===== src/rtl/uart_pkg.sv =====
// Shared UART definitions: state encoding and frame constants, also used by uart_tx.
package uart_pkg;

   localparam logic [2:0] IDLE  = 3'd0;
   localparam logic [2:0] START = 3'd1;
   localparam logic [2:0] DATA  = 3'd2;
   localparam logic [2:0] STOP  = 3'd3;
   localparam logic [2:0] BREAK = 3'd4;

   localparam int unsigned DATA_BITS = 8;
   localparam int unsigned STOP_BITS = 1;

   typedef enum logic [2:0] {
      StIdle  = IDLE,
      StStart = START,
      StData  = DATA,
      StStop  = STOP,
      StBreak = BREAK
   } uart_state_e;

   // Last counter value of the half-bit wait before the start-bit sample.
   function automatic logic [15:0] half_bit_last(input int unsigned clks_per_bit);
      return 16'((clks_per_bit / 2) - 1);
   endfunction

endpackage


===== src/rtl/sync_2ff.sv =====
// Two-flop synchronizer for a single asynchronous level, with configurable reset value.
module sync_2ff #(
   parameter logic RESET_VAL = 1'b1
) (
   input  logic clk,
   input  logic reset,
   input  logic d,
   output logic q
);

   logic meta_q;
   logic sync_q;

   always_ff @(posedge clk) begin
      if (reset) begin
         meta_q <= RESET_VAL;
         sync_q <= RESET_VAL;
      end else begin
         meta_q <= d;
         sync_q <= meta_q;
      end
   end

   assign q = sync_q;

endmodule


===== src/rtl/uart_rx.sv =====
// 8N1 UART receiver: mid-bit sampling, one-cycle rx_done/frame_err strobes, BREAK lockout.
module uart_rx
   import uart_pkg::*;
#(
   parameter int unsigned CLKS_PER_BIT = 868
) (
   input  logic       clk,
   input  logic       reset,
   input  logic       rx,
   output logic [7:0] dout,
   output logic       rx_done,
   output logic       frame_err,
   output logic       busy
);

   localparam logic [15:0] BitLast  = 16'(CLKS_PER_BIT - 1);
   localparam logic [15:0] HalfLast = half_bit_last(CLKS_PER_BIT);
   localparam logic [2:0]  IdxLast  = 3'(DATA_BITS - 1);

   logic rx_s;

   uart_state_e state_q, state_d;
   logic [15:0] ctr_q, ctr_d;
   logic [2:0]  bit_idx_q, bit_idx_d;
   logic [7:0]  shreg_q, shreg_d;
   logic [7:0]  dout_q, dout_d;
   logic        rx_done_q, rx_done_d;
   logic        frame_err_q, frame_err_d;

   sync_2ff #(
      .RESET_VAL(1'b1)
   ) u_sync_rx (
      .clk  (clk),
      .reset(reset),
      .d    (rx),
      .q    (rx_s)
   );

   always_comb begin
      state_d     = state_q;
      ctr_d       = ctr_q;
      bit_idx_d   = bit_idx_q;
      shreg_d     = shreg_q;
      dout_d      = dout_q;
      rx_done_d   = 1'b0;
      frame_err_d = 1'b0;

      case (state_q)
         StIdle: begin
            ctr_d = '0;
            if (!rx_s) state_d = StStart;
         end

         StStart: begin
            if (ctr_q == HalfLast) begin
               ctr_d     = '0;
               bit_idx_d = '0;
               // A high line at mid start bit was only a glitch.
               state_d   = rx_s ? StIdle : StData;
            end else begin
               ctr_d = ctr_q + 16'd1;
            end
         end

         StData: begin
            if (ctr_q == BitLast) begin
               ctr_d            = '0;
               shreg_d[bit_idx_q] = rx_s;
               if (bit_idx_q == IdxLast) begin
                  state_d = StStop;
               end else begin
                  bit_idx_d = bit_idx_q + 3'd1;
               end
            end else begin
               ctr_d = ctr_q + 16'd1;
            end
         end

         StStop: begin
            if (ctr_q == BitLast) begin
               ctr_d = '0;
               if (rx_s) begin
                  dout_d    = shreg_q;
                  rx_done_d = 1'b1;
                  state_d   = StIdle;
               end else begin
                  frame_err_d = 1'b1;
                  state_d     = StBreak;
               end
            end else begin
               ctr_d = ctr_q + 16'd1;
            end
         end

         StBreak: begin
            // Hold off until the line returns high so a stuck-low line is not parsed as 0x00s.
            ctr_d = '0;
            if (rx_s) state_d = StIdle;
         end

         default: begin
            state_d = StIdle;
            ctr_d   = '0;
         end
      endcase
   end

   always_ff @(posedge clk) begin
      if (reset) begin
         state_q     <= StIdle;
         ctr_q       <= '0;
         bit_idx_q   <= '0;
         shreg_q     <= '0;
         dout_q      <= '0;
         rx_done_q   <= 1'b0;
         frame_err_q <= 1'b0;
      end else begin
         state_q     <= state_d;
         ctr_q       <= ctr_d;
         bit_idx_q   <= bit_idx_d;
         shreg_q     <= shreg_d;
         dout_q      <= dout_d;
         rx_done_q   <= rx_done_d;
         frame_err_q <= frame_err_d;
      end
   end

   assign dout      = dout_q;
   assign rx_done   = rx_done_q;
   assign frame_err = frame_err_q;
   assign busy      = (state_q != StIdle);

   a_strobe_excl: assert property (@(posedge clk) disable iff (reset)
      !(rx_done_q && frame_err_q));

endmodule


===== config.mk =====
export PLATFORM = sky130hd
export DESIGN_NAME = uart_rx
export DESIGN_NICKNAME = d
export VERILOG_FILES = /design/src/rtl/uart_pkg.sv /design/src/rtl/sync_2ff.sv /design/src/rtl/uart_rx.sv
export SDC_FILE = /design/constraint.sdc
export NUM_CORES = 1
export LEC_CHECK = 0
export CORE_MARGIN = 3
export CORE_UTILIZATION = 35
export DETAILED_ROUTE_END_ITERATION = 16
export PLACE_DENSITY = 0.58
export SLEW_MARGIN = 20
export SYNTH_ARGS = -nofsm -noshare
export SYNTH_HDL_FRONTEND = slang
export SYNTH_HIERARCHICAL = 1
export SYNTH_SLANG_ARGS = --single-unit

===== constraint.sdc =====
create_clock -name clk -period 1.9 [get_ports clk]
set_input_delay 0.38 -clock clk [delete_from_list [all_inputs] [get_ports clk]]
set_output_delay 0.38 -clock clk [all_outputs]
set_load 0.03 [all_outputs]

==> impl_metrics.py <==
metrics = {
    "outcome": {
        "status": "finished clean",
    },
    "critical_path": {
        "cp_num_buf_inv": 0,
        "worstSetupPathType": "flip-flop to flip-flop",
        "rr_startpoint": "state_q[0]",
        "cp_slowest_stage_delay_ns": 0.63,
        "cp_data_arrival_time_ns": 2.04,
        "crit_path_end": "shreg_q[6]",
        "worst_r2r_endpoint": "shreg_q[6]",
        "r2r_slack_ns": 0.04,
        "cp_max_fo": 10,
        "cp-end-kind": "flip-flop",
        "crit_cells": 4,
        "path_delay_family": "simple AND/OR/NAND/NOR gates",
        "critical_path_required_ns": 2.08,
        "slowest_stage": "or4_4",
        "startpoint": "state_q[0]",
        "cp-start-kind": "flip-flop",
        "path_cells": "or3b_4 > or4_4 > o31ai_1 > a21oi_1",
        "reg2reg_depth": 4,
    },
    "cells_and_area": {
        "post_layout_nonfiller_instances": 325,
        "nets": 261,
        "area_delta_synth_final_pct": 28.09,
        "area.sequential_um2": 847.1,
        "antenna_cells": 0,
        "final.fill_count": 535,
        "multi_input_area_mm2": 0.001144,
        "utilization": 0.4799,
        "drive_gt1_frac": 0.2196,
    },
    "die": {
        "num_io_pins": 14,
        "die_y_um": 81.35,
        "die_w_um": 81.35,
        "design.die.area_mm2": 0.006617,
        "start_util": 0.3747,
        "design.core.area_mm2": 0.005303,
        "rows": 26,
    },
    "synthesis": {
        "synth_top_cell_area_share": 0.4232,
        "synth_nets": 229,
        "synth_compound_area_frac": 0.1385,
        "synth_fa_ha_area_frac": 0.02519,
        "synthSimpleGateAreaFrac": 0.3155,
        "synth-seq-area-share": 0.4232,
        "synth-xor-area-share": 0.06171,
        "yosysWarningCount": 6,
        "ys.flop_type": "dfxtp_1",
        "async_reset_ff_frac": 0,
        "synth_top_family_by_area": "simple AND/OR/NAND/NOR gates",
        "syn_inst": 222,
        "synthesis.area_mm2": 0.001987,
        "synth_edf_count": 0,
        "synthMuxAreaShare": 0,
        "ys_ff_latch": 42,
        "netlist_top_cells_area": "dfxtp_1 (42%), nand4_1 (5.0%), a21oi_1 (4.8%)",
        "avgSynthCellArea_um2": 8.950,
        "yosysUniqueCellTypes": 42,
        "yosysTopAreaCell": "dfxtp_1",
    },
    "placement": {
        "place_hpwl_mm": 3.088,
        "gp_congestion": 0.7984,
        "port_buffers": 13,
        "dp_cells": 316,
    },
    "clocking": {
        "cts_tree": "built",
        "clock-sinks": 42,
        "clk_pin_slew_ns": 0.08,
        "cts-buffers-inserted": 5,
        "h-tree-depth": 2,
        "clock_path_buffers": 2,
        "clk_latency_ns": 0.29,
        "cts-root-buf": "clkbuf_8",
    },
    "global_routing": {
        "grt_pass1_vias": 1609,
        "grt_max_degree": 26,
        "antenna_found_initial": 0,
        "grt.total_usage": 0.1442,
        "grt_first_pass_wirelength_mm": 7.445,
        "overflow": 0,
    },
    "timing": {
        "fin_crit_ns": 1.860,
        "max_freq_mhz": 537.7,
        "fin_crit_sh": 0.9789,
        "maxSlewViolCount": 0,
        "setup_viol": 0,
        "slew_headroom": 0.6484,
        "rsz0062_at_grt": "yes",
        "hold_violations": 0,
        "fin_skew_ns": 0.01127,
        "worst_slew_pin_slew_ns": 0.5268,
    },
    "pwr": {
        "p_per_area_mw_per_mm2": 664.1,
        "peakVddDrop_v": 0.0003812,
        "p_leak_uw": 0.0008366,
    },
    "route": {
        "drt-initial-drc-count": 100,
        "drt_pass1_iterations": 4,
        "detail_route.wl_per_cell_um": 13.36,
        "routed_wl_mm": 4.342,
        "final_antenna_net_count": 0,
        "vias": 1758,
        "routed_via_density": 5.409,
        "drc": 0,
    },
    "hold_path": {
        "min_path_type": "flip-flop to flip-flop",
    },
    "run": {
        "drv_cap": 0,
    },
}
==> synthesized netlist by cell type (all sizes together), types with 2 or more instances <==
master and number:
dfxtp 42, a21oi 19, nand3 17, nor2 17, nand4 16, o21ai 11, clkbuf 9, o31ai 8
xor2 8, and3 7, nor4 7, or3 7, xnor2 6, buf 4, ha 4, nand2 4
nand2b 4, nor3 4, or4 4, inv 3, o32ai 3, or2 3, a41oi 2, nor4bb 2
o22ai 2, or3b 2
==> state kept, by name, summed over array words and instances (netlist names) <==
| name | cells |
|---|---|
| u_sync_rx/meta_q | 1 |
| u_sync_rx/q | 1 |
| rx_done | 1 |
| dout | 8 |
| frame_err | 1 |
| ctr_q | 16 |
| state_q | 3 |
| shreg_q | 8 |
| bit_idx_q | 3 |
==> final cells by class <==
cell class	count	area share
Multi-Input combinational cell	163	0.4494
Sequential cell	42	0.3328
Timing Repair Buffer	38	0.1342
Tap cell	70	0.03441
Clock buffer	6	0.02852
Clock inverter	2	0.01475
Inverter	4	0.005900
==> placed cells by master (no fill, tap or decap), types with 5 or more instances in the layout <==
| master | netlist | layout |
|---|---|---|
| dfxtp_1 | 42 | 39 |
| nand4_1 | 16 | 16 |
| xor2_1 | 8 | 8 |
| a21oi_1 | 19 | 19 |
| and3_1 | 6 | 6 |
| nand3_1 | 17 | 17 |
| or3_1 | 7 | 7 |
| nor2_1 | 17 | 17 |
| clkdlybuf4s50_1 | 0 | 12 |
| clkbuf_8 | 0 | 5 |
| xnor2_1 | 6 | 6 |
| o21ai_0 | 11 | 11 |
| buf_4 | 0 | 23 |
==> repair_timing <==
action | in CTS | in global routing
gates resized for setup | 2 | 11
pin swaps | 0 | 1
endpoints found under the setup margin | 2 | 30
setup buffers | 0 | 1
hold buffers | 0 | 0
gates cloned | 0 | 0
==> kinds of logic (layout without fill, tap and decap cells) <==
kind of cell,count (synthesis),count (layout)
buffers and inverters,17,50
AO/OA/AOI/OAI,46,46
flip-flops,42,42
AND/OR/NAND/NOR,99,99
XOR/XNOR,14,14
adder cells (fa/ha/maj),4,4
==> power by group <==
part	switching [uW]	leakage, uW	internal [uW]
clock	305	0.0000514	392
sequential	10.2	0.000341	887
combinational	50.7	0.000445	46.0
==> routing by layer <==
metal | wire (um) | global-route usage | up-vias
met5 | 0 | 0 | -
met4 | 73 | 0.06926 | 0
met3 | 152 | 0.03548 | 7
met2 | 1992 | 0.2215 | 29
met1 | 2123 | 0.1880 | 826
li1 | - | - | 896
==> stage by stage <==
stage	power [uW]	hold WS [ns]	setup slack, ns	setup TNS, ns	cell area (um2)
after floorplan	975.6	0.3832	-0.01137	-0.05811	2018
after global placement	1014	0.3891	0.009484	0	2369
after detailed placement	1016	0.3957	0.007595	0	2369
after CTS	1711	0.4090	0.03418	0	2479
after global routing	1756	0.4337	-0.02733	-0.3229	2545
final	1690	0.4077	0.04013	0	2545
==> worst min path at each step <==
stage                           from  cells past startpoint     endpoint
floorplan           u_sync_rx/meta_q                      1  u_sync_rx/q
global placement    u_sync_rx/meta_q                      1  u_sync_rx/q
detailed placement  u_sync_rx/meta_q                      1  u_sync_rx/q
CTS                 u_sync_rx/meta_q                      1  u_sync_rx/q
global route        u_sync_rx/meta_q                      1  u_sync_rx/q
finish              u_sync_rx/meta_q                      1  u_sync_rx/q
Power figures use the tool's default switching activity.
